**src/rtl/mem_ctl_pkg.sv**
```systemverilog
// mem_ctl_pkg: shared definitions for the memory access controller.
//   - Default address/data widths.
//   - Command op encodings (op_e).
//   - Controller state encoding (state_e). The MV_* states exist only when
//     MEMCTL_MOVE_EN is defined.
//   - Width of the read-latency counter (RD_LAT is at most 3).
package mem_ctl_pkg;

    localparam int unsigned DefAddrW = 10;
    localparam int unsigned DefDataW = 16;
    localparam int unsigned LatCntW  = 2;

    typedef enum logic [1:0] {
        OP_READ  = 2'b00,
        OP_WRITE = 2'b01,
        OP_MOVE  = 2'b10,
        OP_RSVD  = 2'b11
    } op_e;

    typedef enum logic [2:0] {
        StIdle,
        StRdWait,
        StWr,
`ifdef MEMCTL_MOVE_EN
        StMvRd,
        StMvWait,
        StMvWr,
`endif
        StResp
    } state_e;

endpackage

```
**src/rtl/mem_ctl_lat_cnt.sv**
```systemverilog
// mem_ctl_lat_cnt: loadable down-counter used to time memory read latency.
// Ports:
//   clk_i      clock
//   rst_ni     asynchronous active-low reset (count clears to 0)
//   load_i     load loadVal_i this cycle (has priority over dec_i)
//   loadVal_i  value to load
//   dec_i      decrement by one; saturates at 0
//   done_o     count is zero
module mem_ctl_lat_cnt #(
    parameter int unsigned Width = 2
) (
    input  logic             clk_i,
    input  logic             rst_ni,
    input  logic             load_i,
    input  logic [Width-1:0] loadVal_i,
    input  logic             dec_i,
    output logic             done_o
);

    logic [Width-1:0] cntQ;
    logic [Width-1:0] cntD;

    always_comb begin
        cntD = cntQ;
        if (load_i) begin
            cntD = loadVal_i;
        end else if (dec_i && (cntQ != '0)) begin
            cntD = cntQ - Width'(1);
        end
    end

    always_ff @(posedge clk_i or negedge rst_ni) begin
        if (!rst_ni) begin
            cntQ <= '0;
        end else begin
            cntQ <= cntD;
        end
    end

    assign done_o = (cntQ == '0);

endmodule

```
**src/rtl/mem_access_ctrl.sv**
```systemverilog
// mem_access_ctrl: initiator-side controller for the register/memory block.
// Accepts read/write/move commands over ReqValid/ReqReady, drives the memory
// port and returns one registered response (RspValid pulse) per command.
// Optional feature: block move (op 10) is built only when MEMCTL_MOVE_EN is
// defined; otherwise op 10 completes like the reserved op (RspErr=1).
// Ports:
//   CLK, Reset_n                  clock, asynchronous active-low reset
//   ReqValid/ReqReady             command handshake
//   ReqOp, ReqAddr, ReqDst,
//   ReqLen, ReqData               command fields, latched at accept
//   RspValid, RspData, RspErr     completion pulse, read/last-moved data, error
//   MemAddr, MemWData, MemWE      memory request lines
//   MemRData                      memory read data (RD_LAT edges after address)
//   Busy                          high whenever the controller is not idle
module mem_access_ctrl
    import mem_ctl_pkg::*;
#(
    parameter int unsigned ADDR_W = DefAddrW,
    parameter int unsigned DATA_W = DefDataW,
    parameter int unsigned RD_LAT = 1
) (
    input  logic              CLK,
    input  logic              Reset_n,
    input  logic              ReqValid,
    output logic              ReqReady,
    input  logic [1:0]        ReqOp,
    input  logic [ADDR_W-1:0] ReqAddr,
    input  logic [ADDR_W-1:0] ReqDst,
    input  logic [ADDR_W-1:0] ReqLen,
    input  logic [DATA_W-1:0] ReqData,
    output logic              RspValid,
    output logic [DATA_W-1:0] RspData,
    output logic              RspErr,
    output logic [ADDR_W-1:0] MemAddr,
    output logic [DATA_W-1:0] MemWData,
    output logic              MemWE,
    input  logic [DATA_W-1:0] MemRData,
    output logic              Busy
);

    state_e               stateQ;
    logic                 accept;
    logic                 cntLoad;
    logic [LatCntW-1:0]   cntLoadVal;
    logic                 cntDec;
    logic                 cntDone;

`ifdef MEMCTL_MOVE_EN
    logic [ADDR_W-1:0]    srcQ;
    logic [ADDR_W-1:0]    dstQ;
    logic [ADDR_W-1:0]    lenQ;
`else
    logic                 unusedMv;
    assign unusedMv = ^{ReqDst, ReqLen};
`endif

    // ReqReady is registered and only ever high in StIdle.
    assign accept = ReqValid && ReqReady;

    // A read loads RD_LAT at accept (address goes out on the same edge, data
    // is sampled on the edge after the count expires). A move word loads
    // RD_LAT-1 on leaving MV_RD because MV_RD itself covers the first edge.
    always_comb begin
        cntLoad    = 1'b0;
        cntLoadVal = '0;
        cntDec     = 1'b0;
        unique case (stateQ)
            StIdle: begin
                if (accept && (ReqOp == OP_READ)) begin
                    cntLoad    = 1'b1;
                    cntLoadVal = LatCntW'(RD_LAT);
                end
            end
            StRdWait: cntDec = !cntDone;
`ifdef MEMCTL_MOVE_EN
            StMvRd: begin
                cntLoad    = 1'b1;
                cntLoadVal = LatCntW'(RD_LAT - 1);
            end
            StMvWait: cntDec = !cntDone;
`endif
            default: ;
        endcase
    end

    mem_ctl_lat_cnt #(
        .Width (LatCntW)
    ) uLatCnt (
        .clk_i     (CLK),
        .rst_ni    (Reset_n),
        .load_i    (cntLoad),
        .loadVal_i (cntLoadVal),
        .dec_i     (cntDec),
        .done_o    (cntDone)
    );

    always_ff @(posedge CLK or negedge Reset_n) begin
        if (!Reset_n) begin
            stateQ   <= StIdle;
            ReqReady <= 1'b0;
            RspValid <= 1'b0;
            RspData  <= '0;
            RspErr   <= 1'b0;
            MemAddr  <= '0;
            MemWData <= '0;
            MemWE    <= 1'b0;
            Busy     <= 1'b0;
`ifdef MEMCTL_MOVE_EN
            srcQ     <= '0;
            dstQ     <= '0;
            lenQ     <= '0;
`endif
        end else begin
            RspValid <= 1'b0;
            MemWE    <= 1'b0;
            unique case (stateQ)
                StIdle: begin
                    ReqReady <= 1'b1;
                    Busy     <= 1'b0;
                    if (accept) begin
                        ReqReady <= 1'b0;
                        Busy     <= 1'b1;
                        case (op_e'(ReqOp))
                            OP_READ: begin
                                MemAddr <= ReqAddr;
                                stateQ  <= StRdWait;
                            end
                            OP_WRITE: begin
                                MemAddr  <= ReqAddr;
                                MemWData <= ReqData;
                                MemWE    <= 1'b1;
                                stateQ   <= StWr;
                            end
`ifdef MEMCTL_MOVE_EN
                            OP_MOVE: begin
                                if (ReqLen == '0) begin
                                    RspValid <= 1'b1;
                                    RspErr   <= 1'b0;
                                    stateQ   <= StResp;
                                end else begin
                                    MemAddr <= ReqAddr;
                                    srcQ    <= ReqAddr;
                                    dstQ    <= ReqDst;
                                    lenQ    <= ReqLen;
                                    stateQ  <= StMvRd;
                                end
                            end
`endif
                            default: begin
                                RspValid <= 1'b1;
                                RspErr   <= 1'b1;
                                stateQ   <= StResp;
                            end
                        endcase
                    end
                end
                StRdWait: begin
                    if (cntDone) begin
                        RspData  <= MemRData;
                        RspValid <= 1'b1;
                        RspErr   <= 1'b0;
                        stateQ   <= StResp;
                    end
                end
                StWr: begin
                    RspValid <= 1'b1;
                    RspErr   <= 1'b0;
                    stateQ   <= StResp;
                end
`ifdef MEMCTL_MOVE_EN
                StMvRd: stateQ <= StMvWait;
                StMvWait: begin
                    if (cntDone) begin
                        MemAddr  <= dstQ;
                        MemWData <= MemRData;
                        MemWE    <= 1'b1;
                        stateQ   <= StMvWr;
                    end
                end
                StMvWr: begin
                    srcQ <= srcQ + ADDR_W'(1);
                    dstQ <= dstQ + ADDR_W'(1);
                    lenQ <= lenQ - ADDR_W'(1);
                    if (lenQ == ADDR_W'(1)) begin
                        RspData  <= MemWData;
                        RspValid <= 1'b1;
                        RspErr   <= 1'b0;
                        stateQ   <= StResp;
                    end else begin
                        // Next source address goes out as MV_RD is entered.
                        MemAddr <= srcQ + ADDR_W'(1);
                        stateQ  <= StMvRd;
                    end
                end
`endif
                StResp: begin
                    ReqReady <= 1'b1;
                    Busy     <= 1'b0;
                    stateQ   <= StIdle;
                end
                default: begin
                    ReqReady <= 1'b1;
                    Busy     <= 1'b0;
                    stateQ   <= StIdle;
                end
            endcase
        end
    end

endmodule
```
**config.mk**
```make
export PLATFORM = sky130hd
export DESIGN_NAME = mem_access_ctrl
export DESIGN_NICKNAME = d
export VERILOG_FILES = /design/src/rtl/mem_ctl_pkg.sv /design/src/rtl/mem_ctl_lat_cnt.sv /design/src/rtl/mem_access_ctrl.sv
export SDC_FILE = /design/constraint.sdc
export NUM_CORES = 1
export LEC_CHECK = 0
export ABC_AREA = 1
export BUFFER_PORTS_ARGS = -buffer_cell sky130_fd_sc_hd__buf_2
export CORE_MARGIN = 2
export CORE_UTILIZATION = 45
export CTS_CLUSTER_SIZE = 14
export DETAILED_ROUTE_END_ITERATION = 8
export HOLD_SLACK_MARGIN = 0.02
export PLACE_DENSITY_LB_ADDON = 0.05
export RECOVER_POWER = 50
export SLEW_MARGIN = 15
export SYNTH_ARGS = -nofsm -noshare
export SYNTH_HDL_FRONTEND = slang
export SYNTH_HIERARCHICAL = 1
export SYNTH_SLANG_ARGS = --single-unit
```
**constraint.sdc**
```tcl
create_clock -name CLK -period 1.85 [get_ports CLK]
set_input_delay 0.0925 -clock CLK [delete_from_list [all_inputs] [get_ports CLK]]
set_output_delay 0.0925 -clock CLK [all_outputs]
set_load 0.03 [all_outputs]
```
==> flow_metrics.env <==
export IMPL_power_density_nw_per_um2=1730
export IMPL_peakVddDrop_v=0.000891
export IMPL_clock_root_buffer="sky130_fd_sc_hd__clkbuf_8"
export IMPL_timing_setup_critical_path_class="reg2reg"
export IMPL_worstHoldEndpoint="RspData[10]"
export IMPL_post_synth_cell_area_avg_um2=8.65
export IMPL_floorplan_core_area_um2=4720
export IMPL_share_comb_of_total_power=0.514
export IMPL_min_period_ns=1.62
export IMPL_ctsHtreeMaxLevel=2
export IMPL_timing_critical_path_required_ns=2.09
export IMPL_clkPwrFrac=0.127
export IMPL_reg2reg_depth=10
export IMPL_p_sw_frac=0.496
export IMPL_grt_pass1_wl_um=8840
export IMPL_drt_first_iter_violations=142
export IMPL_cts_setup_buffers=0
export IMPL_tightestPinTransition_ns=1.33
export IMPL_drv_max_cap_violation_count=0
export IMPL_largest_net_degree_at_the_start_of_global_routing=25
export IMPL_ys_flop_type="sky130_fd_sc_hd__dfrtp_1"
export IMPL_synth_net_count=326
export IMPL_worst_endpoint_arrival_ns=1.86
export IMPL_critical_path_most_common_cell="sky130_fd_sc_hd__nand2_1"
export IMPL_hold_class="in2reg"
export IMPL_num_antenna_cells=0
export IMPL_cts_hold_buffers_added=29
export IMPL_regToRegSetupSlack_ns=0.23
export IMPL_cp_top_family="simple AND/OR/NAND/NOR gates"
export IMPL_placement_io_buffers=93
export IMPL_fmax_mhz=616
export IMPL_setup_viol=0
export IMPL_cts_root_to_sink_buffers=2
export IMPL_cts_repair_resized=0
export IMPL_finalHoldViolCount=0
export IMPL_timing_slew_headroom=0.112
export IMPL_fillers=437
export IMPL_starting_density=0.465
export IMPL_setup_worst_path_start_class="flip-flop"
export IMPL_setup_ws_ns=0.227
export IMPL_outcome="complete, no violations"
export IMPL_drive_above_1_share=0.174
export IMPL_postLayoutCellArea_um2=3070
export IMPL_synth_top_cells_by_area="sky130_fd_sc_hd__dfrtp_1, sky130_fd_sc_hd__nand2_1, sky130_fd_sc_hd__nand3_1"
export IMPL_yosys_warnings=6
export IMPL_detailedPlacementHpwl_um=3680
export IMPL_share_seq_of_total_power=0.359
export IMPL_pre_cts_ws_ns=0.239
export IMPL_placed_cells_incl_taps=410
export IMPL_grt_usage=0.211
export IMPL_total_switching_power_mw=2.64
export IMPL_synth_lib_cells_used_distinct=19
export IMPL_slew_violations=0
export IMPL_post_drt_via_cell_ratio=4.66
export IMPL_cp_num_buf_inv=3
export IMPL_drt_pass1_iterations=4
export IMPL_worst_skew_pair_late_latency_ns=0.31
export IMPL_num_vias=2085
export IMPL_detail_route_wl_per_cell_um=12.3
export IMPL_path_clk_slew_ns=0.10
export IMPL_fin_tns_setup_ns=0
export IMPL_routed_wl_um=5490
export IMPL_die_area_um2=5450
export IMPL_placementRows=25
export IMPL_peak_per_stage_delay_on_the_critical_path_ns=0.42
export IMPL_drcViolationCount=0
export IMPL_origin_of_the_worst_min_delay_path="MemRData[10]"
export IMPL_post_synth_top_area_fraction=0.581
export IMPL_layout_area_overhead_vs_synth_pct=39.9
export IMPL_ys_async_rst_share=1.00
export IMPL_syn_cell_area_um2=2200
export IMPL_cts_tree="built"
export IMPL_worst_setup_end_kind="flip-flop"
export IMPL_hold_depth=3
export IMPL_worstPathMaxFanout=6
export IMPL_die_h_um=73.9
export IMPL_min_period_over_period=0.877
export IMPL_clock_sink_count=51
export IMPL_cell_by_cell_listing_of_the_critical_path="inv_1, ha_1, inv_1, nor2_4, nand2_1, nor2_1, inv_2, nand2_1, nand2_1, nand2_1"
export IMPL_initial_antenna_violation_count=0
export IMPL_regToRegEndpoint="uLatCnt/cntQ[1]"
export IMPL_layout_nets=451
export IMPL_synth_edf_count=0
export IMPL_ioPinCount=114
export IMPL_worst_clock_skew_ns=0.0104
export IMPL_postPlaceCellArea_um2=2750
export IMPL_internal_mw=2.68
export IMPL_p_leak_nw=1.64
export IMPL_r2r_start="stateQ[0]"
export IMPL_fp_dieW_um=73.9
export IMPL_netlist_instances=254
export IMPL_grt_setup_unrepaired="false"
export IMPL_tritoncts_num_buffers=5
export IMPL_layout_cells_non_filler=447
export IMPL_grt_pass1_vias=2035
export IMPL_ys_seq_area_frac=0.581
export IMPL_library_cell_occupying_the_most_area_in_the_post_synthesis_netlist="sky130_fd_sc_hd__dfrtp_1"
export IMPL_synth_ff_latch_count=51
export IMPL_worst_path_max_delay_cell="sky130_fd_sc_hd__dfrtp_1"
export IMPL_place_congestion=0.761
export IMPL_final_antenna_net_count=0
export IMPL_globalRoute_totalOverflow=0
==> power by group through the flow <==
| stage | registers, mW | logic [mW] | clock network (mW) |
|---|---|---|---|
| final | 1.91 | 2.73 | 0.673 |
| after global routing | 1.97 | 3.04 | 0.739 |
| after CTS | 1.89 | 2.90 | 0.694 |
| after detailed placement | 1.91 | 2.85 | 0 |
| after global placement | 1.90 | 2.82 | 0 |
| after floorplan | 2.83 | 1.05 | 0 |
==> logic make-up after synthesis <==
family,share of synthesized area
other,0.00171
buffers and inverters,0.0484
flip-flops,0.581
AND/OR/NAND/NOR,0.317
adder cells (fa/ha/maj),0.0285
AO/OA/AOI/OAI,0.0228
==> tightest hold or removal path: cells and delay by family <==
kind | cells | cell delay, ns
buffers and inverters | 1 | 0.08
and+or+nand+nor | 2 | 0.14
==> final cells by class <==
type | count | area [um^2] | share of cell area
sequential | 51 | 1280 | 0.415
multi-input combinational | 178 | 813 | 0.265
timing repair buffer | 130 | 756 | 0.246
clock buffer | 7 | 86.3 | 0.0281
tap | 67 | 83.8 | 0.0273
inverter | 13 | 48.8 | 0.0159
clock inverter | 1 | 8.76 | 0.00285
==> layer usage <==
layer	share of wire	wire, um	global-route usage
met2	0.47	2580	0.357
met5	0	0	0
met3	0.056	308	0.0480
met1	0.46	2510	0.269
met4	0.016	90	0.0646
==> cells in the final DEF (no fill, tap or decap) <==
master	n
sky130_fd_sc_hd__clkinv_4	1
sky130_fd_sc_hd__nor2_1	2
sky130_fd_sc_hd__buf_4	8
sky130_fd_sc_hd__nand3_2	1
sky130_fd_sc_hd__o21ai_0	4
sky130_fd_sc_hd__a21oi_1	3
sky130_fd_sc_hd__inv_1	11
sky130_fd_sc_hd__dfrtp_1	51
sky130_fd_sc_hd__conb_1	1
sky130_fd_sc_hd__nand2_2	1
sky130_fd_sc_hd__nor2_4	1
sky130_fd_sc_hd__clkbuf_8	6
sky130_fd_sc_hd__ha_1	5
sky130_fd_sc_hd__inv_2	2
sky130_fd_sc_hd__nand3_1	45
sky130_fd_sc_hd__nor3_4	1
sky130_fd_sc_hd__dlygate4sd3_1	29
sky130_fd_sc_hd__clkbuf_1	49
sky130_fd_sc_hd__nand2_1	112
sky130_fd_sc_hd__buf_2	45
sky130_fd_sc_hd__o21bai_1	1
sky130_fd_sc_hd__o21a_1	1
==> registers in the layout, summed over array words and instances (netlist names) <==
name          flops
Busy              1
uLatCnt/cntQ      2
MemAddr          10
RspErr            1
MemWE             1
stateQ            2
RspValid          1
RspData          16
ReqReady          1
MemWData         16
==> worst max path at each step <==
stage               from               to  slack, ns  cells past startpoint
6_report       stateQ[0]  uLatCnt/cntQ[1]       0.23                     10
5_1_grt        stateQ[1]  uLatCnt/cntQ[0]       0.01                     10
4_1_cts        stateQ[0]  uLatCnt/cntQ[1]       0.21                     10
3_5_place_dp   stateQ[0]  uLatCnt/cntQ[0]       0.24                      9
3_3_place_gp   stateQ[0]  uLatCnt/cntQ[1]       0.28                      9
2_1_floorplan   ReqReady  uLatCnt/cntQ[0]       0.23                      8
==> metrics by stage <==
stage	hold slack (ns)	power, mW	utilization
4_1_cts	0.0200	5.48	0.663
3_3_place_gp	0.111	4.71	0.582
5_1_grt	0.0299	5.75	0.651
6_report	0.0232	5.32	0.651
2_1_floorplan	-0.203	3.88	-
3_5_place_dp	0.119	4.75	0.582
==> synth_stat cells, types with 2 or more instances <==
master / number
sky130_fd_sc_hd__nor2_1: 2
sky130_fd_sc_hd__inv_1: 11
sky130_fd_sc_hd__buf_2: 7
sky130_fd_sc_hd__nand3_1: 45
sky130_fd_sc_hd__clkbuf_1: 4
sky130_fd_sc_hd__a21oi_1: 3
sky130_fd_sc_hd__inv_2: 2
sky130_fd_sc_hd__dfrtp_1: 51
sky130_fd_sc_hd__o21ai_0: 4
sky130_fd_sc_hd__nand2_1: 112
sky130_fd_sc_hd__ha_1: 5
No activity file was read; power rests on OpenSTA's default activity.
